==> src/rtl/uart_rx_if.sv <==
`default_nettype none
// ============================================================================
// Module  : uart_rx_if
// Brief   : Serial line and byte-strobe bundle for the UART receiver.
// Revision: 1.0  initial release
// ============================================================================
interface uart_rx_if;
    logic       rxd;
    logic [7:0] data;
    logic       data_valid;
    logic       frame_err;
    logic       parity_err;
    logic       rx_busy;

    // Line driver / byte consumer side
    modport master (
        output rxd,
        input  data, data_valid, frame_err, parity_err, rx_busy
    );

    // Receiver side
    modport slave (
        input  rxd,
        output data, data_valid, frame_err, parity_err, rx_busy
    );
endinterface
`default_nettype wire

==> src/rtl/uart_rx.sv <==
`default_nettype none
// ============================================================================
// Module  : uart_rx
// Brief   : Mid-bit-sampling UART receiver, 8N1 (8E1 with UART_RX_PARITY_EN).
// Revision: 1.0  initial release
// ============================================================================
module uart_rx #(
    parameter int CLKS_PER_BIT = 5208
) (
    input  wire logic clk,
    input  wire logic rst,
    uart_rx_if.slave  rx
);

    localparam int CNT_W = (CLKS_PER_BIT > 1) ? $clog2(CLKS_PER_BIT) : 1;
    localparam int HALF  = (CLKS_PER_BIT - 1) / 2;
    localparam logic [CNT_W-1:0] C_HALF_LAST = CNT_W'(HALF - 1);
    localparam logic [CNT_W-1:0] C_BIT_LAST  = CNT_W'(CLKS_PER_BIT - 1);

    typedef enum logic [2:0] {
        S_IDLE   = 3'd0,
        S_START  = 3'd1,
        S_DATA   = 3'd2,
`ifdef UART_RX_PARITY_EN
        S_PARITY = 3'd3,
`endif
        S_STOP   = 3'd4
    } state_t;

    state_t           r_state, w_state_nxt;
    logic [CNT_W-1:0] r_cnt, w_cnt_nxt;
    logic [2:0]       r_idx, w_idx_nxt;
    logic [7:0]       r_shift, w_shift_nxt;
    logic             r_perr, w_perr_nxt;
    logic [7:0]       r_data, w_data_nxt;
    logic             r_dv, w_dv_nxt;
    logic             r_fe, w_fe_nxt;
    logic             r_pe, w_pe_nxt;
    logic             r_sync1, r_sync2, r_prev;

    always_ff @(posedge clk) begin
        if (rst) begin
            r_sync1 <= 1'b1;
            r_sync2 <= 1'b1;
            r_prev  <= 1'b1;
            r_state <= S_IDLE;
            r_cnt   <= '0;
            r_idx   <= '0;
            r_shift <= '0;
            r_perr  <= 1'b0;
            r_data  <= 8'h00;
            r_dv    <= 1'b0;
            r_fe    <= 1'b0;
            r_pe    <= 1'b0;
        end else begin
            r_sync1 <= rx.rxd;
            r_sync2 <= r_sync1;
            r_prev  <= r_sync2;
            r_state <= w_state_nxt;
            r_cnt   <= w_cnt_nxt;
            r_idx   <= w_idx_nxt;
            r_shift <= w_shift_nxt;
            r_perr  <= w_perr_nxt;
            r_data  <= w_data_nxt;
            r_dv    <= w_dv_nxt;
            r_fe    <= w_fe_nxt;
            r_pe    <= w_pe_nxt;
        end
    end

    always_comb begin
        w_state_nxt = r_state;
        w_cnt_nxt   = r_cnt + CNT_W'(1);
        w_idx_nxt   = r_idx;
        w_shift_nxt = r_shift;
        w_perr_nxt  = r_perr;
        w_data_nxt  = r_data;
        w_dv_nxt    = 1'b0;
        w_fe_nxt    = 1'b0;
        w_pe_nxt    = 1'b0;
        unique case (r_state)
            S_IDLE: begin
                w_cnt_nxt = '0;
                if (r_prev && !r_sync2)
                    w_state_nxt = S_START;
            end
            S_START: begin
                // A line back high at mid-start is a glitch, not a frame
                if (r_cnt == C_HALF_LAST) begin
                    w_cnt_nxt   = '0;
                    w_idx_nxt   = '0;
                    w_perr_nxt  = 1'b0;
                    w_state_nxt = r_sync2 ? S_IDLE : S_DATA;
                end
            end
            S_DATA: begin
                if (r_cnt == C_BIT_LAST) begin
                    w_cnt_nxt   = '0;
                    w_shift_nxt = {r_sync2, r_shift[7:1]};
                    w_idx_nxt   = r_idx + 3'd1;
                    if (r_idx == 3'd7) begin
`ifdef UART_RX_PARITY_EN
                        w_state_nxt = S_PARITY;
`else
                        w_state_nxt = S_STOP;
`endif
                    end
                end
            end
`ifdef UART_RX_PARITY_EN
            S_PARITY: begin
                if (r_cnt == C_BIT_LAST) begin
                    w_cnt_nxt   = '0;
                    w_perr_nxt  = r_sync2 ^ (^r_shift);
                    w_state_nxt = S_STOP;
                end
            end
`endif
            S_STOP: begin
                // Leave at mid-stop so a following start edge is caught in IDLE
                if (r_cnt == C_BIT_LAST) begin
                    w_cnt_nxt   = '0;
                    w_state_nxt = S_IDLE;
                    w_fe_nxt    = !r_sync2;
                    w_pe_nxt    = r_perr;
                    if (r_sync2 && !r_perr) begin
                        w_data_nxt = r_shift;
                        w_dv_nxt   = 1'b1;
                    end
                end
            end
            default: begin
                w_state_nxt = S_IDLE;
                w_cnt_nxt   = '0;
            end
        endcase
    end

    assign rx.data       = r_data;
    assign rx.data_valid = r_dv;
    assign rx.frame_err  = r_fe;
    assign rx.parity_err = r_pe;
    assign rx.rx_busy    = (r_state != S_IDLE);

endmodule
`default_nettype wire

==> src/flat_wrapper.sv <==
// flat-port wrapper written by rule: the top's interface ports become plain ports
module uart_rx_flat 
#(
    parameter int CLKS_PER_BIT = 5208
)
  (clk, rst, rx_rxd, rx_data, rx_data_valid, rx_frame_err, rx_parity_err, rx_rx_busy);
  uart_rx_if rx_i ();
  input  wire logic clk;
  input  wire logic rst;
  input wire logic [$bits(rx_i.rxd)-1:0] rx_rxd;
  output wire logic [$bits(rx_i.data)-1:0] rx_data;
  output wire logic [$bits(rx_i.data_valid)-1:0] rx_data_valid;
  output wire logic [$bits(rx_i.frame_err)-1:0] rx_frame_err;
  output wire logic [$bits(rx_i.parity_err)-1:0] rx_parity_err;
  output wire logic [$bits(rx_i.rx_busy)-1:0] rx_rx_busy;
  assign rx_i.rxd = rx_rxd;
  assign rx_data = rx_i.data;
  assign rx_data_valid = rx_i.data_valid;
  assign rx_frame_err = rx_i.frame_err;
  assign rx_parity_err = rx_i.parity_err;
  assign rx_rx_busy = rx_i.rx_busy;
  uart_rx #(.CLKS_PER_BIT(CLKS_PER_BIT)) u_core (.clk(clk), .rst(rst), .rx(rx_i));
endmodule
==> config.mk <==
export PLATFORM = sky130hd
export DESIGN_NAME = uart_rx_flat
export DESIGN_NICKNAME = d
export VERILOG_FILES = /design/src/rtl/uart_rx_if.sv /design/src/rtl/uart_rx.sv /design/src/flat_wrapper.sv
export SDC_FILE = /design/constraint.sdc
export NUM_CORES = 1
export LEC_CHECK = 0
export CAP_MARGIN = 20
export CORE_MARGIN = 2
export CORE_UTILIZATION = 51
export DETAILED_ROUTE_END_ITERATION = 8
export HOLD_SLACK_MARGIN = 0.1
export PLACE_DENSITY = 0.72
export SYNTH_ARGS = -nofsm -noshare
export SYNTH_HDL_FRONTEND = slang
export SYNTH_SLANG_ARGS = --single-unit
export TNS_END_PERCENT = 10
==> constraint.sdc <==
create_clock -name clk -period 2.6 [get_ports clk]
set_clock_uncertainty 0.15 [all_clocks]
set_input_delay 0.52 -clock clk [delete_from_list [all_inputs] [get_ports clk]]
set_output_delay 0.52 -clock clk [all_outputs]
set_load 0.005 [all_outputs]
==> impl_table.tex <==
\begin{tabular}{lr}
\hline
Metric & Value \\
\hline
\multicolumn{2}{l}{\textbf{Place}} \\
\quad Placed cells & 231 \\
\quad Post-placement cell area & between 1500 and 2000 sq um \\
\quad GPL Wtd Cong & roughly 0.83 \\
\quad HPWL after detailed placement & roughly 2200 um \\
\quad Number of buffers inserted by port buffering & 13 \\
\multicolumn{2}{l}{\textbf{Drt}} \\
\quad Average routed wire per standard cell & roughly 13 um \\
\quad Detailed-route vias per instance & 5.33 \\
\quad Post-route ant nets & 0 \\
\quad Detailed Routing Iterations Pass 1 & 4 \\
\quad Number of DRC violations after detailed routing & 0 \\
\quad Post-detailed-routing wire length & 3090 um \\
\quad Detailed Route Iter0 Violations & 46 \\
\quad Vias after detailed routing & 1,273 \\
\multicolumn{2}{l}{\textbf{Floorplan}} \\
\quad Effective utilization at floorplan & 0.531 \\
\quad Die Ht & $\sim$63 um \\
\quad Floorplan die area & just under 4000 sq um \\
\quad Placeable core region & $\sim$3300 sq um \\
\quad Die boundary width & between 60 and 70 um \\
\quad Count of standard-cell rows & 21 \\
\quad Count of pins on the block boundary & 15 \\
\multicolumn{2}{l}{\textbf{Synthesis}} \\
\quad Yosys top cell by area & sky130\_fd\_sc\_hd\_\_dfxtp\_1 \\
\quad Average cell area after synthesis & approximately 9.8 sq um \\
\quad Most repeated cell in the gate-level netlist after synthesis & sky130\_fd\_sc\_hd\_\_dfxtp\_1 \\
\quad Number of synthesized flops with an enable pin & 0 \\
\quad Share of flip-flops with an asynchronous set or reset & 0 \\
\quad Syn nets & about 190 \\
\quad Number of different library cells in the post-synthesis netlist & 41 \\
\quad Netlist area before placement & about 1800 sq um \\
\quad Sequential-to-total area share from yosys stat & 0.452 \\
\quad Fraction of synthesized cell area taken by the top area cell type & 0.452 \\
\quad Cell types occupying the most area after synthesis & sky130\_fd\_sc\_hd\_\_dfxtp\_1, sky130\_fd\_sc\_hd\_\_mux2i\_1, sky130\_fd\_sc\_hd\_\_nor2\_1, sky130\_fd\_sc\_hd\_\_xnor2\_1, sky130\_fd\_sc\_hd\_\_xor2\_1 \\
\quad List of most frequent post-synthesis cells & sky130\_fd\_sc\_hd\_\_dfxtp\_1, sky130\_fd\_sc\_hd\_\_nor2\_1, sky130\_fd\_sc\_hd\_\_mux2i\_1, sky130\_fd\_sc\_hd\_\_nand3\_1 \\
\quad Mapped Cells & 180 \\
\quad Total number of yosys warnings & 0 \\
\quad Synthesis-stage register bit count & 40 \\
\quad Top\_reg\_cell synth & sky130\_fd\_sc\_hd\_\_dfxtp\_1 \\
\multicolumn{2}{l}{\textbf{Cells and area}} \\
\quad Relative area change from synthesis to final layout & 12.4\% \\
\quad Final layout net count & around 200 \\
\quad Post-route standard cell area excluding fillers & 1990 sq um \\
\quad Share of cells above drive strength 1 & 0.114 \\
\quad Diode count & 0 \\
\quad Number of standard cells in the final layout excluding fillers & roughly 240 \\
\multicolumn{2}{l}{\textbf{STA}} \\
\quad Endpoints failing hold & 0 \\
\quad Fmax & around 440 MHz \\
\quad Transition time of the tightest slew-check pin & 0.684 ns \\
\quad Post-layout min period & 2.27 ns \\
\quad Unrepaired setup endpoints after global routing & no \\
\quad Aggregate negative setup slack & 0 ns \\
\quad Slew Limit Fails & 0 \\
\quad Relative max-transition margin & 0.532 \\
\quad Number of setup violations in the final report & 0 \\
\quad Worst Hold Slack & between 0.2 and 0.3 ns \\
\quad Final clock period utilization by the worst path & 0.873 \\
\multicolumn{2}{l}{\textbf{Critical path}} \\
\quad Family with the most delay on the worst path & flip-flops \\
\quad Endpoint kind of the worst setup timing path & primary output \\
\quad Number of buffers and inverters on the critical path & 2 \\
\quad Critical path's slowest cell & sky130\_fd\_sc\_hd\_\_dfxtp\_1 \\
\quad Cells along the critical path & nor3\_1 -> inv\_1 -> clkdlybuf4s50\_1 \\
\quad Signal arrival time at the worst endpoint & approximately 1.6 ns \\
\quad Critical path required time & around 1.9 ns \\
\quad R2R Setup Slk & 0.45 ns \\
\quad Crit Path Max Fanout & 11 \\
\quad Kind of critical path & register to primary output \\
\quad Startpoint type of the worst setup path & register \\
\quad Worst path max stage delay & 0.57 ns \\
\multicolumn{2}{l}{\textbf{Global routing}} \\
\quad Wire length of the first global-routing pass & between 5000 and 6000 um \\
\quad Initial antenna violation count & 0 \\
\quad Maximum number of pins on one net before global-route repair & 23 \\
\quad Global-route congestion overflow total & 0 \\
\quad Total routing usage reported by global routing & 0.180 \\
\quad Vias in the first global route & 1,256 \\
\multicolumn{2}{l}{\textbf{Run status}} \\
\quad Outcome & finished, final reports clean \\
\multicolumn{2}{l}{\textbf{Clock network}} \\
\quad Post-CTS Repair Setup Buffers & 0 \\
\quad Resized Gates After CTS & 0 \\
\quad TritonCTS clock tree & yes \\
\quad Number of H-tree levels & 2 \\
\quad Clock transition at the registers of the reported paths & approximately 0.12 ns \\
\quad Max clock buf depth & 2 \\
\quad CTS Buf Count & 5 \\
\quad Clock latency of the later-clocked register in the worst-skew pair & approximately 0.35 ns \\
\quad \# hold bufs at CTS & 0 \\
\quad Root cell of the clock tree & sky130\_fd\_sc\_hd\_\_clkbuf\_4 \\
\quad Clock sink count & 40 \\
\multicolumn{2}{l}{\textbf{Pwr}} \\
\quad VDD IR-drop max & 0.000393 V \\
\quad Overall power of the completed layout & approximately 1100 uW \\
\quad Leakage & about 0.00082 uW \\
\quad Power density of the placed cells & $\sim$530 nW/um\^{}2 \\
\multicolumn{2}{l}{\textbf{Run}} \\
\quad Maximum Capacitance Violations & 0 \\
\multicolumn{2}{l}{\textbf{Min path}} \\
\quad Type of the most critical hold path & register to register \\
\hline
\end{tabular}
==> report_power, final <==
part           internal [uW]  leakage, uW  switching, uW
logic                   12.6     0.000448           13.4
clock network            205    0.0000454            213
registers                616     0.000323           3.28
==> layer usage <==
metal	global-route usage	wire [um]	up-vias
li1	-	-	649
met1	0.228	1500	595
met2	0.286	1400	22
met3	0.0577	124	7
met4	0.0667	70	0
met5	0	0	-
==> placed cells by master, fill, tap and decap left out, types with 2 or more instances in the layout <==
cell type | Yosys | layout
sky130_fd_sc_hd__nand2b_1 | 4 | 4
sky130_fd_sc_hd__nand3_1 | 7 | 7
sky130_fd_sc_hd__clkinv_4 | 0 | 2
sky130_fd_sc_hd__nor2_1 | 32 | 32
sky130_fd_sc_hd__xnor2_1 | 6 | 6
sky130_fd_sc_hd__nor3b_1 | 3 | 3
sky130_fd_sc_hd__clkdlybuf4s50_1 | 0 | 13
sky130_fd_sc_hd__nor4_1 | 2 | 2
sky130_fd_sc_hd__xor2_1 | 6 | 6
sky130_fd_sc_hd__buf_4 | 2 | 3
sky130_fd_sc_hd__nor4bb_1 | 3 | 3
sky130_fd_sc_hd__nand2_1 | 5 | 5
sky130_fd_sc_hd__a21oi_1 | 2 | 2
sky130_fd_sc_hd__mux2i_1 | 19 | 19
sky130_fd_sc_hd__clkbuf_4 | 0 | 5
sky130_fd_sc_hd__inv_1 | 4 | 4
sky130_fd_sc_hd__nand4_1 | 2 | 2
sky130_fd_sc_hd__and4bb_4 | 2 | 2
sky130_fd_sc_hd__nor3_1 | 4 | 4
sky130_fd_sc_hd__or2_2 | 5 | 5
sky130_fd_sc_hd__dfxtp_1 | 40 | 40
sky130_fd_sc_hd__and3_1 | 2 | 2
sky130_fd_sc_hd__ha_1 | 4 | 4
==> cell families after synthesis <==
family	count (synthesis)	share of synthesized area
AOI/OAI and AO/OA	9	0.0396
xor gates and xnor gates	12	0.0594
adders and majority gates	4	0.0283
buffers and inverters	15	0.0516
DFF	40	0.452
muxes	20	0.114
other	1	0.00212
and+or+nand+nor	79	0.253
==> per-stage QoR <==
step | worst slack [ns] | util
6_report | 0.329 | 0.596
3_5_place_dp | 0.489 | 0.571
4_1_cts | 0.321 | 0.596
3_3_place_gp | 0.516 | 0.571
2_1_floorplan | 0.678 | -
5_1_grt | 0.261 | 0.596
==> final timing paths <==
check | from | to | depth (start not counted)
worst max register to register | u_core.r_idx[0] | u_core.r_state[2] | 5
worst min register to register | u_core.r_sync1 | u_core.r_sync2 | 1
worst max-delay path | u_core.r_state[2] | rx_rx_busy | 3
worst min-delay path | u_core.r_sync1 | u_core.r_sync2 | 1
==> final cells by class <==
| class | count | area (sq um) |
|---|---|---|
| Inverter | 4 | 15.0 |
| Multi-Input combinational cell | 125 | 878 |
| Clock inverter | 3 | 47.5 |
| Fill cell | 296 | 1350 |
| Sequential cell | 40 | 801 |
| Timing Repair Buffer | 16 | 153 |
| Clock buffer | 5 | 37.5 |
| Tap cell | 46 | 57.6 |
==> state kept, by name, indices dropped and copies added, names as in the netlist <==
| name | flops |
|---|---|
| u_core.r_sync1 | 1 |
| u_core.rx.data | 8 |
| u_core.rx.frame_err | 1 |
| u_core.r_sync2 | 1 |
| u_core.r_cnt | 13 |
| u_core.r_state | 3 |
| u_core.r_idx | 3 |
| u_core.r_prev | 1 |
| u_core.rx.data_valid | 1 |
| u_core.r_shift | 8 |
Note: power is estimated with default switching activity, not from simulation.
